## config.mk

```make
export PLATFORM = sky130hd
export DESIGN_NAME = regfile_wb_arbiter
export DESIGN_NICKNAME = d
export VERILOG_FILES = /design/src/rtl/proc_pkg.sv /design/src/rtl/regfile_wb_arbiter.sv
export SDC_FILE = /design/constraint.sdc
export NUM_CORES = 1
export LEC_CHECK = 0
export ABC_AREA = 0
export CELL_PAD_IN_SITES_DETAIL_PLACEMENT = 2
export CELL_PAD_IN_SITES_GLOBAL_PLACEMENT = 2
export CORE_MARGIN = 5
export CORE_UTILIZATION = 18
export CTS_CLUSTER_DIAMETER = 100
export DETAILED_ROUTE_END_ITERATION = 8
export PLACE_DENSITY = 0.86
export SYNTH_ARGS = -nofsm -noshare
export SYNTH_HDL_FRONTEND = slang
export SYNTH_SLANG_ARGS = --single-unit
```

## constraint.sdc

```tcl
create_clock -name clk_i -period 2.5 [get_ports clk_i]
set_clock_uncertainty 0.15 [all_clocks]
set_input_delay 0.5 -clock clk_i [delete_from_list [all_inputs] [get_ports clk_i]]
set_output_delay 0.5 -clock clk_i [all_outputs]
set_load 0.03 [all_outputs]
```

## src/rtl/proc_pkg.sv

```systemverilog
// Shared writeback definitions: source encoding and register-address width.
package proc_pkg;

  typedef enum logic [1:0] {
    WB_NONE = 2'd0,
    WB_ALU  = 2'd1,
    WB_LSU  = 2'd2
  } wb_src_e;

  localparam int unsigned REG_ADDR_W = 5;

endpackage

```

## src/rtl/regfile_wb_arbiter.sv

```systemverilog
// Two-source writeback arbiter in front of the single regfile write port.
// LSU has fixed priority; after STARVE_LIMIT consecutive ALU losses the ALU
// is forced through. The winner is registered and driven onto the port the
// following cycle; w_addr_o == 0 means no write.
module regfile_wb_arbiter
  import proc_pkg::*;
#(
  parameter int unsigned DATA_WIDTH   = 32,
  parameter int unsigned STARVE_LIMIT = 3,
  parameter int unsigned CNT_W        = 2
) (
  input  logic                  clk_i,
  input  logic                  rst_i,
  input  logic                  alu_valid_i,
  input  logic [REG_ADDR_W-1:0] alu_rd_i,
  input  logic [DATA_WIDTH-1:0] alu_data_i,
  output logic                  alu_ready_o,
  input  logic                  lsu_valid_i,
  input  logic [REG_ADDR_W-1:0] lsu_rd_i,
  input  logic [DATA_WIDTH-1:0] lsu_data_i,
  output logic                  lsu_ready_o,
  output logic [REG_ADDR_W-1:0] w_addr_o,
  output logic [DATA_WIDTH-1:0] din_o,
  output logic [1:0]            grant_src_o,
  output logic [CNT_W-1:0]      starve_cnt_o
);

  localparam logic [CNT_W-1:0] LIMIT = CNT_W'(STARVE_LIMIT);

  logic                  alu_req;
  logic                  lsu_req;
  logic                  alu_force;
  logic                  alu_win;
  logic                  lsu_win;
  logic [CNT_W-1:0]      starve_cnt;
  logic [REG_ADDR_W-1:0] w_addr;
  logic [DATA_WIDTH-1:0] din;
  wb_src_e               grant_src;

  // Arbitration and combinational handshake. A valid with rd == 0 is
  // accepted immediately but never competes for the port.
  always_comb begin
    alu_req     = alu_valid_i & (alu_rd_i != '0);
    lsu_req     = lsu_valid_i & (lsu_rd_i != '0);
    alu_force   = (starve_cnt == LIMIT);
    alu_win     = alu_req & (~lsu_req | alu_force);
    lsu_win     = lsu_req & ~alu_win;
    alu_ready_o = ~rst_i & alu_valid_i & ((alu_rd_i == '0) | alu_win);
    lsu_ready_o = ~rst_i & lsu_valid_i & ((lsu_rd_i == '0) | lsu_win);
  end

  // Registered port drive and ALU starvation counter.
  always_ff @(posedge clk_i) begin
    if (rst_i) begin
      w_addr     <= '0;
      din        <= '0;
      grant_src  <= WB_NONE;
      starve_cnt <= '0;
    end else begin
      if (alu_win) begin
        w_addr    <= alu_rd_i;
        din       <= alu_data_i;
        grant_src <= WB_ALU;
      end else if (lsu_win) begin
        w_addr    <= lsu_rd_i;
        din       <= lsu_data_i;
        grant_src <= WB_LSU;
      end else begin
        w_addr    <= '0;
        din       <= '0;
        grant_src <= WB_NONE;
      end

      if (alu_req & ~alu_win) begin
        if (starve_cnt != LIMIT) starve_cnt <= starve_cnt + 1'b1;
      end else begin
        starve_cnt <= '0;
      end
    end
  end

  assign w_addr_o     = w_addr;
  assign din_o        = din;
  assign grant_src_o  = grant_src;
  assign starve_cnt_o = starve_cnt;

endmodule

```

# After elaboration in Yosys (flattened, before gate mapping)
# Cells that the tools add are included.
totals:
  ff_bits: 41
  input_bits: 78
  out_inout_bits: 43
  wordCells: 36
op_classes:
  n_addsub: 1
  eq_ne: 2
  muxes: 6
  bitwise_logic: 16
  reduce_logical: 6
op_table:
  columns: ["operator", "count"]
  rows:
  - ["32-bit two-way mux", 2]
  - ["5-bit zero test", 2]
  - ["5-bit two-way mux", 2]
  - ["5-bit nonzero test", 2]
  - ["1-bit AND", 9]
  - ["1-bit NOT", 4]
  - ["2-bit OR reduction", 2]
  - ["1-bit OR", 3]
  - ["2-bit by 1-bit adder with 2-bit output (second input constant)", 1]
  - ["2-bit == test (second input constant)", 1]
  - ["2-bit two-way mux", 1]
  - ["2-bit inequality test (second input constant)", 1]
  - ["1-bit two-way mux", 1]

# Logic depth before layout (Yosys ltp)
logic_depth:
  word_depth: 9
  depth_mapped: 6
  mapped_depth_nobuf: 5

# Worst setup path after synthesis
# No wires, ideal clock.
synth_path:
  path_kind: "input to output"
  startpoint: "in lsu_rd_i[0]"
  endpoint: "out alu_ready_o"
  arrival_time_ps: 1409
  t_required_ps: 1850
  slack_ps: 441
  path_stages: 3
  path_buffers: 0
  cell_sequence: "nor3_2 a21oi_1 a31oi_1"
synth_via:
  elab_chain_len: 7
synth_rtl:
  columns: ["item", "line_no", "rtl"]
  rows:
  - ["start, declared", "regfile_wb_arbiter.sv:19", "input logic [REG_ADDR_W-1:0] lsu_rd_i,"]
  - ["5-bit nonzero test", "regfile_wb_arbiter.sv:44", "lsu_req = lsu_valid_i & (lsu_rd_i != '0);"]
  - ["1-bit AND", "regfile_wb_arbiter.sv:44", null]
  - ["1-bit NOT", "regfile_wb_arbiter.sv:46", "alu_win = alu_req & (~lsu_req | alu_force);"]
  - ["1-bit OR", "regfile_wb_arbiter.sv:46", null]
  - ["1-bit AND", "regfile_wb_arbiter.sv:46", null]
  - ["1-bit OR", "regfile_wb_arbiter.sv:48", "alu_ready_o = ~rst_i & alu_valid_i & ((alu_rd_i == '0) | alu_win);"]
  - ["1-bit AND", "regfile_wb_arbiter.sv:48", null]
  - ["end, declared", "regfile_wb_arbiter.sv:17", "output logic alu_ready_o,"]
# No other way between the ends.

# Worst setup path in the final report
layout_path:
  startpoint: "in alu_rd_i[4]"
  endpoint: "out alu_ready_o"
layout_via:
  elab_chain_len: 5
  elab_cells_between_ends: 6
  cone_classes: "bitwise: 4; reduce/logical: 2"
layout_rtl:
  columns: ["item", "line_no", "rtl"]
  rows:
  - ["start, declared", "regfile_wb_arbiter.sv:15", "input logic [REG_ADDR_W-1:0] alu_rd_i,"]
  - ["5-bit nonzero test", "regfile_wb_arbiter.sv:43", "alu_req = alu_valid_i & (alu_rd_i != '0);"]
  - ["1-bit AND", "regfile_wb_arbiter.sv:43", null]
  - ["1-bit AND", "regfile_wb_arbiter.sv:46", null]
  - ["1-bit OR *", "regfile_wb_arbiter.sv:48", null]
  - ["1-bit AND *", "regfile_wb_arbiter.sv:48", null]
# Mark *: on every way between the ends. The rest lies on a longest branch, timed or not.

==> results.ini <==
[global_route]
gr-usage-met3 = 0.04594
gr-total-overflow = 0
grt_pass1_wl_um = 8666
gr-usage-all-layers = 0.1155
gr-max-usage-layer = met2
grt_pass1_vias = 1623
grt_use_met2 = 0.2097
grt_antenna_before_repair = 0
met1_usage = 0.1279
grt_max_degree = 18

[timing]
tightest_slew_ps = 417.2
hold_violations = 0
hold-worst-slack_ps = 322.5
max_freq_ghz = 0.4123
period_share = 0.9701
drv_slew = 0
setup_violations = 0
slew_headroom = 0.7219
fin_crit_ps = 2425
rsz0062_at_grt = no
tns_ps = 0

[hold_path]
whs_endpoint = starve_cnt_o[0]
holdPathStages = 1
worstHoldStart = starve_cnt_o[0]
hold_class = reg2reg

[power]
power_density_nw_per_um2 = 535.1
leakagePower_nw = 1.085
vdd_drop_max_v = 0.0001881

[floorplan]
die_area_um2 = 9441
ios = 121
rows = 31
die_h_um = 97.17
die_w_um = 97.17
coreArea_um2 = 7331
initial_core_util = 0.1866

[worst_setup_path]
crit_required_ps = 1850
r2r_start = starve_cnt_o[0]
r2r_cells = 6
critPathArrivalTime_ps = 1780
reg2reg_to = din_o[1]
worst_setup_path_end_kind = primary output
cp-start-kind = input pin
cp_cell_sequence = clkdlybuf4s50_1 > nor3_4 > nand2_1 > a31oi_4 > buf_12
setup.worst_path.class = in2out
reg2reg_slack_ps = 720
cp_slowest_cell = clkdlybuf4s50_1
max_stage_delay_ps = 490
worstPathMaxFanout = 3

[clock_tree]
clkSinkCount = 41
clk_latency_ps = 280
cts_tree = built
numCtsBuffers = 5
clockBufferDepth = 2
path_clk_slew_ps = 80
cts_hold_buf = 0
clock-root-buffer = clkbuf_8
cts_post_setup_buffers_inserted = 0
cts_resized = 0
htree_levels = 2

[yosys]
syn_area_per_cell_um2 = 12.66
synth_fp_nets = 187
yosys_warnings = 0
synth-seq-cells = 41
synth_area_um2 = 1368
postSynthCellCount = 108
synth_cell_type_count = 20
synth-seq-area-share = 0.6002

[placement]
gp_congestion = 0.6930
dpl.hpwl_um = 4693
dp_cells = 328
io_buffers = 120
placed_area_um2 = 2716

[route]
wirelength_um = 5494
wl_per_cell_um = 16.35
via_per_inst = 4.149
drt_iter0_markers = 5
dr.pass1.iters = 4
dr_total_vias = 1394
drc = 0
ant_nets = 0

[finish]
num-nets-final = 315
fin_area_um2 = 2818
layout.cells.non_filler = 336
area_delta_synth_final_pct = 106.0
layout-drive-gt1-share = 0.1055
diodes = 0

[run]
max_cap_violations = 0

[run_status]
outcome = complete, no violations

routing by layer:
layer	vias to the layer above	wire [um]	part of all wire
met3	4	468	0.085
li1	660	-	-
met5	-	0	0
met4	0	40	0.0073
met2	75	2908	0.53
met1	655	2076	0.38
area by class of cell:
class                           instances  area [um^2]
Timing Repair Buffer                  127         1274
Sequential cell                        41        820.8
Clock buffer                            5        68.82
Clock inverter                          3        17.52
Multi-Input combinational cell         60        509.2
Inverter                                1        3.754
Fill cell                             755         4513
Tap cell                               99        123.9
cells in the final DEF (no fill, tap or decap), types with 2 or more instances in the layout:
cell / n
a21oi_1: 4
a22o_1: 36
buf_12: 2
buf_4: 7
clkbuf_8: 5
clkdlybuf4s50_1: 118
clkinv_2: 2
dfxtp_1: 41
nand2_1: 3
nand2b_1: 2
nor2_1: 4
critical path, delay by kind of cell:
kind | cells | cell delay [ps]
compound gates | 1 | 240
buf+inv | 2 | 630
simple gates | 2 | 400
power by group:
part / switching [mW] / internal [mW] / total (mW) / leakage [nW]
Clock: 0.229 / 0.193 / 0.422 / 0.0439
Sequential: 0.0109 / 0.693 / 0.704 / 0.339
Combinational: 0.167 / 0.214 / 0.382 / 0.702
Total: 0.408 / 1.10 / 1.51 / 1.08
through the flow:
stage               worst slack [ps]  utilization  total power, mW
global route                   14.10       0.3844            1.591
global placement               75.58       0.3705            1.092
CTS                            2.001       0.3823            1.542
floorplan                      440.7            -           0.8675
finish                         74.74       0.3844            1.508
detailed placement             16.02       0.3705            1.106
worst max-delay path by stage:
stage                        endpoint   startpoint  slack (ps)
after floorplan           alu_ready_o  lsu_rd_i[0]         440
after global placement    alu_ready_o  alu_rd_i[4]          80
after detailed placement  alu_ready_o  alu_rd_i[4]          20
after CTS                 alu_ready_o  alu_rd_i[4]           2
after global routing      alu_ready_o  alu_rd_i[4]          10
final                     alu_ready_o  alu_rd_i[4]          70
flip-flops by register name (all words and copies together) (netlist names):
signal / count
grant_src_o: 2
starve_cnt_o: 2
din_o: 32
w_addr_o: 5
cells in the mapped netlist (all sizes together):
| cell type | n | share of area |
|---|---|---|
| nor3b | 1 | 0.014 |
| a31oi | 1 | 0.0046 |
| a21boi | 1 | 0.0082 |
| nor2b | 1 | 0.0046 |
| nand4 | 1 | 0.0046 |
| ha | 1 | 0.0091 |
| a22o | 37 | 0.24 |
| a21oi | 5 | 0.021 |
| nor2 | 5 | 0.016 |
| buf | 6 | 0.041 |
| nand2 | 3 | 0.0082 |
| inv | 1 | 0.0027 |
| nand2b | 2 | 0.0091 |
| dfxtp | 41 | 0.60 |
| nor3 | 2 | 0.019 |
cell families after synthesis:
group,share of synthesized area
AO/OA/AOI/OAI,0.2717
flip-flops,0.6002
AND/OR/NAND/NOR,0.07503
buffers and inverters,0.04391
adder cells (fa/ha/maj),0.009148
Note: power is estimated with default switching activity, not from simulation.
